--- config.mk ---
export PLATFORM = sky130hd
export DESIGN_NAME = wb_la_port_arbiter_flat
export DESIGN_NICKNAME = d
export VERILOG_FILES = /design/src/rtl/wb_la_port_arbiter_if.sv /design/src/rtl/wb_la_port_arbiter.sv /design/src/flat_wrapper.sv
export SDC_FILE = /design/constraint.sdc
export NUM_CORES = 1
export LEC_CHECK = 0
export BUFFER_PORTS_ARGS = -buffer_cell sky130_fd_sc_hd__buf_2
export CAP_MARGIN = 20
export CELL_PAD_IN_SITES_DETAIL_PLACEMENT = 1
export CELL_PAD_IN_SITES_GLOBAL_PLACEMENT = 1
export CORE_ASPECT_RATIO = 0.75
export CORE_MARGIN = 8
export CORE_UTILIZATION = 39
export DETAILED_ROUTE_END_ITERATION = 7
export GPL_TIMING_DRIVEN = 0
export HOLD_SLACK_MARGIN = 0.02
export PLACE_DENSITY_LB_ADDON = 0.3
export SYNTH_ARGS = -nofsm -noshare
export SYNTH_HDL_FRONTEND = slang
export SYNTH_SLANG_ARGS = --single-unit
--- constraint.sdc ---
create_clock -name wb_clk_i -period 10.96 [get_ports wb_clk_i]
set_input_delay 0.548 -clock wb_clk_i [delete_from_list [all_inputs] [get_ports wb_clk_i]]
set_output_delay 0.548 -clock wb_clk_i [all_outputs]
set_load 0.005 [all_outputs]
--- src/rtl/wb_la_port_arbiter_if.sv ---
// Bundle of the WB slave, logic-analyzer and resource-bus signals shared by the arbiter.
// The slave modport is the arbiter's view; master is the surrounding SoC and resource.
interface wb_la_port_arbiter_if #(
    parameter int ADDR_W = 16,
    parameter int DATA_W = 32
);
    logic              wbs_cyc_i;
    logic              wbs_stb_i;
    logic              wbs_we_i;
    logic [3:0]        wbs_sel_i;
    logic [31:0]       wbs_adr_i;
    logic [31:0]       wbs_dat_i;
    logic              wbs_ack_o;
    logic [31:0]       wbs_dat_o;

    logic              la_req_i;
    logic              la_we_i;
    logic [ADDR_W-1:0] la_adr_i;
    logic [DATA_W-1:0] la_dat_i;
    logic [DATA_W-1:0] la_dat_o;
    logic              la_done_o;

    logic              res_req_o;
    logic              res_we_o;
    logic [3:0]        res_sel_o;
    logic [ADDR_W-1:0] res_adr_o;
    logic [DATA_W-1:0] res_dat_o;
    logic [DATA_W-1:0] res_dat_i;
    logic              res_ack_i;

    logic              timeout_irq_o;

    modport slave (
        input  wbs_cyc_i, wbs_stb_i, wbs_we_i, wbs_sel_i, wbs_adr_i, wbs_dat_i,
        output wbs_ack_o, wbs_dat_o,
        input  la_req_i, la_we_i, la_adr_i, la_dat_i,
        output la_dat_o, la_done_o,
        output res_req_o, res_we_o, res_sel_o, res_adr_o, res_dat_o,
        input  res_dat_i, res_ack_i,
        output timeout_irq_o
    );

    modport master (
        output wbs_cyc_i, wbs_stb_i, wbs_we_i, wbs_sel_i, wbs_adr_i, wbs_dat_i,
        input  wbs_ack_o, wbs_dat_o,
        output la_req_i, la_we_i, la_adr_i, la_dat_i,
        input  la_dat_o, la_done_o,
        input  res_req_o, res_we_o, res_sel_o, res_adr_o, res_dat_o,
        output res_dat_i, res_ack_i,
        input  timeout_irq_o
    );
endinterface

--- src/rtl/wb_la_port_arbiter.sv ---
// Round-robin share of one resource port between WB and LA; grant->res_req 1 cycle, ack->done 1 cycle.
// Requesters are held off until the single in-flight access completes or times out.
module wb_la_port_arbiter #(
    parameter int          ADDR_W  = 16,
    parameter int          DATA_W  = 32,
    parameter logic [7:0]  BASE_HI = 8'h30,
    parameter int          TIMEOUT = 255,
    parameter int          TO_W    = 8
) (
    input  logic                 wb_clk_i,
    input  logic                 wb_rst_i,
    wb_la_port_arbiter_if.slave  bus
);

    typedef enum logic [1:0] {IDLE, BUSY, DONE} state_t;

    state_t            state;
    logic              owner_wb;
    logic              last_wb;
    logic [TO_W-1:0]   cnt;

    logic              wb_req;
    logic              la_req;
    logic              grant_wb;
    logic              timeout_hit;
    logic [DATA_W-1:0] rdata;
    logic              unused_adr;

    assign wb_req      = bus.wbs_cyc_i & bus.wbs_stb_i & (bus.wbs_adr_i[31:24] == BASE_HI);
    assign la_req      = bus.la_req_i;
    // On contention the requester that did not own the last access wins.
    assign grant_wb    = wb_req & (~la_req | ~last_wb);
    assign timeout_hit = (cnt == TO_W'(TIMEOUT - 1));
    assign rdata       = bus.res_ack_i ? bus.res_dat_i : '1;
    assign unused_adr  = ^{bus.wbs_adr_i[23:ADDR_W+2], bus.wbs_adr_i[1:0]};

    always_ff @(posedge wb_clk_i or posedge wb_rst_i) begin
        if (wb_rst_i) begin
            state             <= IDLE;
            owner_wb          <= 1'b0;
            last_wb           <= 1'b0;
            cnt               <= '0;
            bus.wbs_ack_o     <= 1'b0;
            bus.wbs_dat_o     <= '0;
            bus.la_dat_o      <= '0;
            bus.la_done_o     <= 1'b0;
            bus.res_req_o     <= 1'b0;
            bus.res_we_o      <= 1'b0;
            bus.res_sel_o     <= '0;
            bus.res_adr_o     <= '0;
            bus.res_dat_o     <= '0;
            bus.timeout_irq_o <= 1'b0;
        end else begin
            bus.wbs_ack_o     <= 1'b0;
            bus.la_done_o     <= 1'b0;
            bus.timeout_irq_o <= 1'b0;
            case (state)
                IDLE: begin
                    if (wb_req | la_req) begin
                        owner_wb      <= grant_wb;
                        bus.res_req_o <= 1'b1;
                        cnt           <= '0;
                        state         <= BUSY;
                        if (grant_wb) begin
                            bus.res_we_o  <= bus.wbs_we_i;
                            bus.res_sel_o <= bus.wbs_sel_i;
                            bus.res_adr_o <= bus.wbs_adr_i[ADDR_W+1:2];
                            bus.res_dat_o <= bus.wbs_dat_i;
                        end else begin
                            bus.res_we_o  <= bus.la_we_i;
                            bus.res_sel_o <= 4'hF;
                            bus.res_adr_o <= bus.la_adr_i;
                            bus.res_dat_o <= bus.la_dat_i;
                        end
                    end
                end
                BUSY: begin
                    cnt <= cnt + 1'b1;
                    // Completion is decided here so ack/done are registered into the DONE cycle;
                    // a requester that has already let go receives nothing.
                    if (bus.res_ack_i || timeout_hit) begin
                        bus.res_req_o     <= 1'b0;
                        bus.timeout_irq_o <= ~bus.res_ack_i;
                        state             <= DONE;
                        if (owner_wb && bus.wbs_cyc_i && bus.wbs_stb_i) begin
                            bus.wbs_ack_o <= 1'b1;
                            bus.wbs_dat_o <= bus.res_we_o ? '0 : rdata;
                        end
                        if (!owner_wb && bus.la_req_i) begin
                            bus.la_done_o <= 1'b1;
                            if (!bus.res_we_o) begin
                                bus.la_dat_o <= rdata;
                            end
                        end
                    end
                end
                DONE: begin
                    last_wb <= owner_wb;
                    cnt     <= '0;
                    state   <= IDLE;
                end
                default: state <= IDLE;
            endcase
        end
    end

endmodule

--- src/flat_wrapper.sv ---
// flat-port wrapper written by rule: the top's interface ports become plain ports
module wb_la_port_arbiter_flat 
#(
    parameter int          ADDR_W  = 16,
    parameter int          DATA_W  = 32,
    parameter logic [7:0]  BASE_HI = 8'h30,
    parameter int          TIMEOUT = 255,
    parameter int          TO_W    = 8
)
  (wb_clk_i, wb_rst_i, bus_wbs_cyc_i, bus_wbs_stb_i, bus_wbs_we_i, bus_wbs_sel_i, bus_wbs_adr_i, bus_wbs_dat_i, bus_wbs_ack_o, bus_wbs_dat_o, bus_la_req_i, bus_la_we_i, bus_la_adr_i, bus_la_dat_i, bus_la_dat_o, bus_la_done_o, bus_res_req_o, bus_res_we_o, bus_res_sel_o, bus_res_adr_o, bus_res_dat_o, bus_res_dat_i, bus_res_ack_i, bus_timeout_irq_o);
  wb_la_port_arbiter_if #(.ADDR_W(ADDR_W), .DATA_W(DATA_W)) bus_i ();
  input  logic wb_clk_i;
  input  logic wb_rst_i;
  input wire logic [$bits(bus_i.wbs_cyc_i)-1:0] bus_wbs_cyc_i;
  input wire logic [$bits(bus_i.wbs_stb_i)-1:0] bus_wbs_stb_i;
  input wire logic [$bits(bus_i.wbs_we_i)-1:0] bus_wbs_we_i;
  input wire logic [$bits(bus_i.wbs_sel_i)-1:0] bus_wbs_sel_i;
  input wire logic [$bits(bus_i.wbs_adr_i)-1:0] bus_wbs_adr_i;
  input wire logic [$bits(bus_i.wbs_dat_i)-1:0] bus_wbs_dat_i;
  output wire logic [$bits(bus_i.wbs_ack_o)-1:0] bus_wbs_ack_o;
  output wire logic [$bits(bus_i.wbs_dat_o)-1:0] bus_wbs_dat_o;
  input wire logic [$bits(bus_i.la_req_i)-1:0] bus_la_req_i;
  input wire logic [$bits(bus_i.la_we_i)-1:0] bus_la_we_i;
  input wire logic [$bits(bus_i.la_adr_i)-1:0] bus_la_adr_i;
  input wire logic [$bits(bus_i.la_dat_i)-1:0] bus_la_dat_i;
  output wire logic [$bits(bus_i.la_dat_o)-1:0] bus_la_dat_o;
  output wire logic [$bits(bus_i.la_done_o)-1:0] bus_la_done_o;
  output wire logic [$bits(bus_i.res_req_o)-1:0] bus_res_req_o;
  output wire logic [$bits(bus_i.res_we_o)-1:0] bus_res_we_o;
  output wire logic [$bits(bus_i.res_sel_o)-1:0] bus_res_sel_o;
  output wire logic [$bits(bus_i.res_adr_o)-1:0] bus_res_adr_o;
  output wire logic [$bits(bus_i.res_dat_o)-1:0] bus_res_dat_o;
  input wire logic [$bits(bus_i.res_dat_i)-1:0] bus_res_dat_i;
  input wire logic [$bits(bus_i.res_ack_i)-1:0] bus_res_ack_i;
  output wire logic [$bits(bus_i.timeout_irq_o)-1:0] bus_timeout_irq_o;
  assign bus_i.wbs_cyc_i = bus_wbs_cyc_i;
  assign bus_i.wbs_stb_i = bus_wbs_stb_i;
  assign bus_i.wbs_we_i = bus_wbs_we_i;
  assign bus_i.wbs_sel_i = bus_wbs_sel_i;
  assign bus_i.wbs_adr_i = bus_wbs_adr_i;
  assign bus_i.wbs_dat_i = bus_wbs_dat_i;
  assign bus_wbs_ack_o = bus_i.wbs_ack_o;
  assign bus_wbs_dat_o = bus_i.wbs_dat_o;
  assign bus_i.la_req_i = bus_la_req_i;
  assign bus_i.la_we_i = bus_la_we_i;
  assign bus_i.la_adr_i = bus_la_adr_i;
  assign bus_i.la_dat_i = bus_la_dat_i;
  assign bus_la_dat_o = bus_i.la_dat_o;
  assign bus_la_done_o = bus_i.la_done_o;
  assign bus_res_req_o = bus_i.res_req_o;
  assign bus_res_we_o = bus_i.res_we_o;
  assign bus_res_sel_o = bus_i.res_sel_o;
  assign bus_res_adr_o = bus_i.res_adr_o;
  assign bus_res_dat_o = bus_i.res_dat_o;
  assign bus_i.res_dat_i = bus_res_dat_i;
  assign bus_i.res_ack_i = bus_res_ack_i;
  assign bus_timeout_irq_o = bus_i.timeout_irq_o;
  wb_la_port_arbiter #(.ADDR_W(ADDR_W), .DATA_W(DATA_W), .BASE_HI(BASE_HI), .TIMEOUT(TIMEOUT), .TO_W(TO_W)) u_core (.wb_clk_i(wb_clk_i), .wb_rst_i(wb_rst_i), .bus(bus_i));
endmodule
==> flow_metrics.py, run 1 <==
metrics = {
    "sta": {
        "setup-violations-final": 0,
        "fin_tns_setup_ns": 0,
        "holdWs_ns": 0.166,
        "max_slew.worst_pin.slew_ns": 0.731,
        "fin_ws_ns": 8.76,
        "rsz0062_at_grt": "no",
        "min_period_over_period": 0.200,
        "hold_viol": 0,
        "layout_min_cycle_time_ns": 2.20,
        "finalMaxSlewViolations": 0,
        "fmax_mhz": 455,
        "relSlewSlack": 0.512,
        "clock_skew_ns": 0.0179,
    },
    "setup_path": {
        "required_ns": 11.25,
        "r2r-end": "u_core.bus.res_adr_o[1]$_DFFE_PP0P_",
        "startpoint_type": "register",
        "arrival_ns": 2.48,
        "r2r_start": "u_core.state[0]$_DFFE_PP0P_",
        "rrSetupSlack_ns": 8.76,
        "path_max_fanout": 10,
        "criticalPathCategory": "register to register",
        "crit_path_end_kind": "register",
        "reg2reg_depth": 6,
    },
    "synthesis": {
        "yosys-top-cells-area": "dfrtp_1 (55%), mux2_2 (24%), o22a_1 (4.6%)",
        "yosysWarnings": 0,
        "netlist_instances": 466,
        "synth.top_cell.area_share": 0.549,
        "synthesis.area_um2": 6060,
        "ys_async_sr_fraction": 1.00,
        "synth.yosys.seq_area_share": 0.549,
        "synth-edff-count": 0,
        "ys_seq_elements": 133,
        "synth_fp_nets": 624,
        "avgSynthCellArea_um2": 13.0,
        "ys.flop_type": "dfrtp_1",
        "yosysUniqueCellTypes": 41,
        "yosys.area.top_type": "dfrtp_1",
    },
    "floorplan": {
        "pin_count": 277,
        "core-area_um2": 15200,
        "num_rows": 39,
        "die_w_um": 160,
        "start_util": 0.398,
        "die_area_um2": 19800,
        "die_h_um": 124,
    },
    "cts": {
        "clkSinkCount": 133,
        "tritoncts": "built",
        "cts_buffers": 17,
        "post_cts_buffers": 0,
        "clkTransAtPathRegs_ns": 0.07,
        "cts_resized": 0,
        "ctsHoldBuffers": 0,
        "cts_root_buf": "clkbuf_16",
        "clk_latency_ns": 0.41,
        "cts_max_path_buffers": 2,
        "htreeDepth": 4,
    },
    "drt": {
        "routed_wl_um": 19100,
        "drt-wirelength-per-cell_um": 19.6,
        "ant_nets": 0,
        "num_vias": 4848,
        "avgViaCountPerCell": 4.99,
        "firstDrtPassIters": 4,
        "drt_iter0_drc": 158,
        "drc": 0,
    },
    "power": {
        "leakage_nw": 4.13,
        "vdd_drop_max_mv": 0.115,
        "cellPowerDensity_nw_per_um2": 224,
    },
    "final_layout": {
        "multiInputGateArea_um2": 2430,
        "layout-drive-gt1-share": 0.594,
        "fillerInstances": 1670,
        "fin_nets": 911,
        "regArea_um2": 3330,
        "syn_to_final_growth_pct": 37.1,
        "antenna_cells": 0,
    },
    "global_route": {
        "overflow": 0,
        "grt_pass1_wl_um": 30500,
        "grt_usage": 0.192,
        "grt.busiest_layer": "met2",
        "grt_start_max_net_pins": 84,
        "grt.met2_usage": 0.341,
        "grt_antenna_before_repair": 0,
        "use_met1": 0.229,
        "grt_pass1_vias": 5632,
        "grtUsageMet3": 0.0482,
    },
    "place": {
        "portBuffers": 267,
        "place_hpwl_um": 15000,
        "dp_slack_ns": 8.34,
        "gp_congestion": 0.809,
    },
    "hold_path": {
        "hold_class": "primary input to asynchronous set/reset pin",
    },
    "outcome": {
        "status": "finished clean",
    },
    "flow_run": {
        "maxCapViolations": 0,
    },
}
-- power by group --
part	switching, mW	leakage, nW	internal (mW)
logic	0.247	2.22	0.274
registers	0.0882	1.61	0.651
clock network	0.233	0.305	0.372
-- logic make-up after synthesis --
| group | share of synthesized area |
|---|---|
| muxes | 0.243 |
| xor gates and xnor gates | 0.00433 |
| buffers and inverters | 0.0508 |
| AOI/OAI and AO/OA | 0.101 |
| and+or+nand+nor | 0.0479 |
| adders and majority gates | 0.00413 |
| DFF | 0.549 |
-- cell usage in the layout (no fill, tap or decap), types with 3 or more instances in the layout --
| cell | n |
|---|---|
| buf_2 | 276 |
| dfrtp_1 | 133 |
| mux2_2 | 130 |
| inv_1 | 38 |
| a21oi_1 | 37 |
| o22a_1 | 32 |
| clkbuf_16 | 17 |
| clkbuf_1 | 14 |
| o21ai_0 | 8 |
| nor2_1 | 8 |
| inv_6 | 8 |
| nand2_1 | 6 |
| or4_1 | 4 |
| o21a_1 | 4 |
| buf_4 | 4 |
| nor4b_4 | 3 |
| buf_6 | 3 |
| nand3_1 | 3 |
| bufinv_16 | 3 |
-- through the flow --
| stage | total power [mW] | instances | util | cell area, um^2 |
|---|---|---|---|---|
| after detailed placement | 1.28 | 939 | 0.505 | 7690 |
| after global placement | 1.25 | 938 | 0.503 | 7660 |
| after floorplan | 0.992 | 466 | - | 6060 |
| after CTS | 1.89 | 971 | 0.546 | 8320 |
| final | 1.86 | 971 | 0.546 | 8320 |
| after global routing | 1.98 | 971 | 0.546 | 8320 |
-- worst max-delay path by stage --
stage                                            from                                  end  slack, ns  cells past startpoint
after floorplan                              wb_rst_i   u_core.bus.la_dat_o[0]$_DFFE_PP0P_       6.86                      1
after CTS                 u_core.state[0]$_DFFE_PP0P_  u_core.bus.res_adr_o[1]$_DFFE_PP0P_       8.71                      6
after global placement                       wb_rst_i  u_core.bus.res_sel_o[0]$_DFFE_PP0P_       5.39                      2
after global routing      u_core.state[0]$_DFFE_PP0P_  u_core.bus.res_adr_o[3]$_DFFE_PP0P_       8.63                      6
after detailed placement            bus_wbs_adr_i[25]  u_core.bus.res_adr_o[0]$_DFFE_PP0P_       8.34                      6
final                     u_core.state[0]$_DFFE_PP0P_  u_core.bus.res_adr_o[1]$_DFFE_PP0P_       8.76                      6
-- layer usage --
metal  vias to the layer above  wire (um)
li1                       2227          -
met1                      2481       7950
met2                       124       9890
met3                        16        982
met4                         0        245
met5                         -          0
-- sequential cells by signal (all words and copies together), names as in the netlist, 2 cells and up --
register and count:
u_core.bus.la_dat_o 32, u_core.bus.res_dat_o 32, u_core.bus.wbs_dat_o 32, u_core.bus.res_adr_o 16, u_core.cnt 8, u_core.bus.res_sel_o 4
u_core.state 2
-- synthesized netlist by cell type (all sizes together), types with 2 or more instances --
cell type,number
dfrtp,133
nand3,3
buf,16
mux2,130
nor4b,3
nand2,6
o21a,4
nand2b,2
nor2,9
clkbuf,14
o21ai,8
o22a,32
nand4,2
xor2,2
inv,39
a21oi,37
ha,2
or4,4
nor2b,2
-- cell type report --
cell class,count,area share
sequential,133,0.400
multi-input combinational,264,0.292
buffer,30,0.0194
tap,205,0.0308
inverter,39,0.0182
clock buffer,18,0.0528
timing repair buffer,268,0.164
clock inverter,14,0.0226
-- critical path: stages (launching register included) --
cell	delay, ns
dfrtp_1	0.35
buf_2	0.18
or2_2	0.30
clkbuf_1	0.22
nor2_4	0.31
buf_2	0.34
mux2_2	0.37
Power figures use the tool's default switching activity.
==> run 2: changes to the inputs <==
--- a/config.mk
+++ b/config.mk
@@ -11,7 +11,7 @@
 export CELL_PAD_IN_SITES_GLOBAL_PLACEMENT = 1
 export CORE_ASPECT_RATIO = 0.75
 export CORE_MARGIN = 8
-export CORE_UTILIZATION = 39
+export CORE_UTILIZATION = 33
 export DETAILED_ROUTE_END_ITERATION = 7
 export GPL_TIMING_DRIVEN = 0
 export HOLD_SLACK_MARGIN = 0.02
==> constraint.sdc (replaced) <==
create_clock -name wb_clk_i -period 1.8 [get_ports wb_clk_i]
set_input_delay 0.09 -clock wb_clk_i [delete_from_list [all_inputs] [get_ports wb_clk_i]]
set_output_delay 0.09 -clock wb_clk_i [all_outputs]
set_load 0.005 [all_outputs]
==> flow_metrics.py, run 2 (synthesis results as in run 1) <==
metrics = {
    "outcome": {
        "status": "finished, violations left",
        "violations": "negative setup slack",
    },
    "floorplan": {
        "core-area_um2": 18200,
        "pin_count": 277,
        "num_rows": 43,
        "start_util": 0.332,
        "die_h_um": 133,
        "die_area_um2": 23000,
        "die_w_um": 173,
    },
    "setup_path": {
        "startpoint_type": "register",
        "criticalPathCategory": "register to register",
        "crit_start": "u_core.cnt[0]$_DFFE_PP0P_",
        "path_max_fanout": 10,
        "endpoint": "u_core.bus.wbs_dat_o[10]$_DFFE_PP0P_",
        "rrSetupSlack_ns": -0.02,
        "reg2reg_depth": 7,
        "r2r-end": "u_core.bus.wbs_dat_o[10]$_DFFE_PP0P_",
        "crit_path_end_kind": "register",
        "r2r_start": "u_core.cnt[0]$_DFFE_PP0P_",
        "arrival_ns": 2.13,
        "required_ns": 2.11,
    },
    "cts": {
        "tritoncts": "built",
        "clkSinkCount": 133,
        "cts_max_path_buffers": 2,
        "clk_latency_ns": 0.42,
        "cts_root_buf": "clkbuf_16",
        "cts_buffers": 17,
        "htreeDepth": 4,
        "clkTransAtPathRegs_ns": 0.07,
    },
    "power": {
        "leakage_nw": 4.45,
        "cellPowerDensity_nw_per_um2": 1240,
        "vdd_drop_max_mv": 0.628,
        "finalPower_mw": 11.3,
    },
    "drt": {
        "num_vias": 5099,
        "wl_met2_um": 11000,
        "wl_met3_um": 862,
        "firstDrtPassIters": 4,
        "wl_met1_um": 8850,
        "drt-wirelength-per-cell_um": 19.5,
        "drt_iter0_drc": 187,
        "drc": 0,
        "top_layer": "met4",
        "ant_nets": 0,
        "avgViaCountPerCell": 4.73,
        "routed_wl_um": 21100,
    },
    "global_route": {
        "overflow": 0,
        "grt_pass1_wl_um": 33600,
        "grt_start_max_net_pins": 42,
        "grt_usage": 0.182,
        "grt_antenna_before_repair": 0,
        "grt_pass1_vias": 5964,
    },
    "final_layout": {
        "final_cell_mix": "buf_2 (273), dfrtp_1 (133), mux2_2 (113), dlygate4sd3_1 (48), inv_1 (38)",
        "antenna_cells": 0,
        "fin_nets": 977,
        "reg_top3": "u_core.bus.la_dat_o (32), u_core.bus.res_dat_o (32), u_core.bus.wbs_dat_o (32)",
        "layout-drive-gt1-share": 0.582,
        "final_util": 0.501,
        "syn_to_final_growth_pct": 50.6,
        "final_common_cell": "buf_2",
    },
    "sta": {
        "layout_min_cycle_time_ns": 1.82,
        "fin_ws_ns": -0.0208,
        "fmax_mhz": 549,
        "rsz0062_at_grt": "yes",
        "min_period_over_period": 1.01,
        "clock_skew_ns": 0.0124,
        "finalMaxSlewViolations": 0,
        "holdWs_ns": 0.0385,
        "max_slew.worst_pin.slew_ns": 0.707,
        "hold_viol": 0,
        "setup-violations-final": 10,
        "relSlewSlack": 0.527,
        "fin_tns_setup_ns": -0.0720,
    },
    "place": {
        "place_hpwl_um": 15300,
        "portBuffers": 267,
        "dp_slack_ns": -0.408,
        "gp_congestion": 0.774,
    },
    "flow_run": {
        "maxCapViolations": 0,
    },
    "hold_path": {
        "hold_class": "primary input to register",
    },
}
-- run 2: final cells by class --
| class | count | area, um^2 |
|---|---|---|
| buffer | 29 | 226 |
| clock buffer | 17 | 425 |
| clock inverter | 15 | 134 |
| fill | 1994 | 9110 |
| inverter | 39 | 150 |
| multi-input combinational | 264 | 2540 |
| sequential | 133 | 3330 |
| tap | 247 | 309 |
| timing repair buffer | 335 | 2020 |
-- run 2: repair_timing --
action / in CTS / in global routing
gates resized for setup: 28 / 19
buffers inserted: 12 / 5
setup endpoints to repair: 126 / 107
pin swaps: 3 / 4
hold buffers: 47 / 1
hold endpoints to repair: 61 / 1
-- run 2: metrics by stage --
stage,instance area (um^2),std cells
2_1_floorplan,6090,466
5_1_grt,9130,1079
3_3_place_gp,7730,980
6_report,9130,1079
4_1_cts,9010,1073
3_5_place_dp,7790,983
-- run 2: worst min-delay path by stage --
stage	start	end	depth (start not counted)
floorplan	bus_la_req_i	u_core.bus.la_done_o$_DFF_PP0_	2
global placement	bus_res_dat_i[19]	u_core.bus.la_dat_o[19]$_DFFE_PP0P_	2
detailed placement	wb_rst_i	u_core.bus.res_dat_o[31]$_DFFE_PP0P_	2
CTS	bus_la_adr_i[11]	u_core.bus.res_adr_o[11]$_DFFE_PP0P_	3
global route	bus_la_dat_i[24]	u_core.bus.res_dat_o[24]$_DFFE_PP0P_	3
finish	bus_la_adr_i[11]	u_core.bus.res_adr_o[11]$_DFFE_PP0P_	3
-- run 2: report_power, final --
part	total, mW	switching (mW)	internal, mW
clock network	3.31	1.48	1.82
logic	3.54	1.63	1.91
registers	4.50	0.536	3.96
-- run 2: worst max-delay path, stage by stage (launching register included) --
cell and delay [ns]:
dfrtp_1 0.39, inv_1 0.07, ha_2 0.20, a41oi_4 0.12, nor4b_4 0.25, buf_6 0.19, buf_12 0.15, mux2_2 0.34
-- run 2: layer usage --
layer	GRT usage	vias up
met5	0	-
met4	0.0617	0
met3	0.0447	21
met2	0.321	128
met1	0.213	2587
li1	-	2363
==> run 3: changes to the inputs <==
--- a/config.mk
+++ b/config.mk
@@ -19,3 +19,4 @@
 export SYNTH_ARGS = -nofsm -noshare
 export SYNTH_HDL_FRONTEND = slang
 export SYNTH_SLANG_ARGS = --single-unit
+export TNS_END_PERCENT = 1
==> flow_metrics.py, run 3 (synthesis results as in run 1) <==
metrics = {
    "outcome": {
        "status": "finished clean",
    },
    "global_route": {
        "overflow": 0,
        "grt.met2_usage": 0.337,
        "grt_pass1_wl_um": 34400,
        "grt_start_max_net_pins": 43,
        "grtUsageMet3": 0.0489,
        "grt.busiest_layer": "met2",
        "grt_usage": 0.187,
        "grt_pass1_vias": 5998,
        "use_met1": 0.215,
        "grt_antenna_before_repair": 0,
    },
    "cts": {
        "htreeDepth": 4,
        "clkTransAtPathRegs_ns": 0.07,
        "cts_root_buf": "clkbuf_16",
        "clkSinkCount": 133,
        "cts_max_path_buffers": 2,
        "cts_buffers": 17,
        "clk_latency_ns": 0.43,
        "tritoncts": "built",
    },
    "setup_path": {
        "arrival_ns": 2.10,
        "criticalPathCategory": "register to register",
        "required_ns": 2.11,
        "crit_path_end_kind": "register",
        "path_max_fanout": 10,
        "startpoint_type": "register",
    },
    "drt": {
        "routed_wl_um": 21700,
        "firstDrtPassIters": 4,
        "drt-wirelength-per-cell_um": 20.0,
        "drc": 0,
        "num_vias": 5167,
        "avgViaCountPerCell": 4.78,
        "ant_nets": 0,
        "drt_iter0_drc": 255,
    },
    "power": {
        "pwr-share-clk": 0.293,
        "power.switching_mw": 3.68,
        "vdd_drop_max_mv": 0.629,
        "switching_share": 0.324,
        "leakage_nw": 4.47,
        "power_frac_comb": 0.311,
        "internal-power_mw": 7.67,
        "cellPowerDensity_nw_per_um2": 1230,
        "seqPwrFrac": 0.397,
    },
    "floorplan": {
        "die_area_um2": 23000,
        "pin_count": 277,
        "core-area_um2": 18200,
        "die_w_um": 173,
        "num_rows": 43,
        "start_util": 0.332,
        "die_h_um": 133,
    },
    "sta": {
        "layout_min_cycle_time_ns": 1.79,
        "clock_skew_ns": 0.0192,
        "rsz0062_at_grt": "yes",
        "min_period_over_period": 0.997,
        "hold_viol": 0,
        "finalMaxSlewViolations": 0,
        "fin_tns_setup_ns": 0,
        "fmax_mhz": 557,
        "holdWs_ns": 0.0356,
        "relSlewSlack": 0.585,
        "max_slew.worst_pin.slew_ns": 0.620,
        "setup-violations-final": 0,
    },
    "final_layout": {
        "fin_nets": 979,
        "syn_to_final_growth_pct": 51.9,
        "antenna_cells": 0,
        "reg_top3": "u_core.bus.la_dat_o (32), u_core.bus.res_dat_o (32), u_core.bus.wbs_dat_o (32)",
        "multiInputGateArea_um2": 2570,
        "final_cell_mix": "buf_2 (269), dfrtp_1 (133), mux2_2 (107), dlygate4sd3_1 (57)",
        "regArea_um2": 3330,
        "fillerInstances": 1938,
        "final_cells": 1081,
        "layout-drive-gt1-share": 0.572,
        "final_common_cell": "buf_2",
        "final_util": 0.505,
    },
    "place": {
        "dp.cells": 983,
        "gp_congestion": 0.799,
        "place_hpwl_um": 16000,
        "portBuffers": 267,
    },
    "hold_path": {
        "hold_class": "primary input to register",
    },
    "flow_run": {
        "maxCapViolations": 0,
    },
}
[run 3: changes by cell type in the layout (fill, tap and decap cells not counted), sizes merged]
| cell | delta |
|---|---|
| buf | -11 |
| clkbuf | +4 |
| clkinvlp | +1 |
| dlygate4sd3 | +9 |
| inv | -1 |
[run 3: power by group through the flow]
stage | logic [mW] | clock network, mW | registers [mW]
CTS | 3.48 | 3.42 | 4.49
finish | 3.53 | 3.32 | 4.50
global route | 3.86 | 3.55 | 4.63
global placement | 3.14 | 0 | 4.47
detailed placement | 3.28 | 0 | 4.55
floorplan | 1.46 | 0 | 4.58
[run 3: worst paths after layout]
kind                                                     from                                   end  slack [ns]  depth (start not counted)
setup / recovery                    u_core.cnt[0]$_DFFE_PP0P_  u_core.bus.wbs_dat_o[26]$_DFFE_PP0P_       0.006                          7
hold / removal                              bus_wbs_dat_i[14]  u_core.bus.res_dat_o[14]$_DFFE_PP0P_        0.04                          3
setup reg to reg                    u_core.cnt[0]$_DFFE_PP0P_  u_core.bus.wbs_dat_o[26]$_DFFE_PP0P_       0.006                          7
hold reg to reg            u_core.bus.la_dat_o[8]$_DFFE_PP0P_    u_core.bus.la_dat_o[8]$_DFFE_PP0P_        0.48                          1
max in group asynchronous                            wb_rst_i  u_core.bus.res_dat_o[29]$_DFFE_PP0P_        0.87                          4
min in group asynchronous                            wb_rst_i   u_core.bus.wbs_dat_o[6]$_DFFE_PP0P_        0.30                          3
[run 3: what timing repair did]
item | 4_1_cts | 5_1_grt
resized for setup | 15 | 50
endpoints found under the hold margin | 70 | 0
setup endpoints to repair | 126 | 119
hold buffers | 57 | 0
pin swaps | 4 | 3
buffers inserted | 10 | 0
[run 3: cell type report]
| class | instances | area share |
|---|---|---|
| flip-flops and latches | 133 | 0.361 |
| multi-input cells | 264 | 0.279 |
| repair buffers | 337 | 0.224 |
| clock buffers | 17 | 0.0462 |
| well taps | 247 | 0.0336 |
| plain buffers | 29 | 0.0257 |
| inverters | 39 | 0.0163 |
| clock inverters | 15 | 0.0145 |
[run 3: worst max-delay path: stages (launching register included)]
cell	delay [ns]
dfrtp_1	0.38
inv_2	0.07
ha_4	0.15
a41oi_4	0.14
nor4b_4	0.26
buf_6	0.19
buf_12	0.15
mux2_2	0.34
[run 3: per-layer routing]
metal,share of wire,up-vias
met2,0.54,126
met3,0.041,23
met5,0,-
met1,0.41,2639
li1,-,2379
met4,0.014,0
[run 3: per-stage QoR]
stage	setup WS [ns]	power, mW	instance area (um^2)
finish	0.00614	11.4	9210
global route	-0.0799	12.0	9210
floorplan	-0.0791	6.04	6070
CTS	-0.0836	11.4	9020
global placement	-0.832	7.61	7710
detailed placement	-0.414	7.83	7770
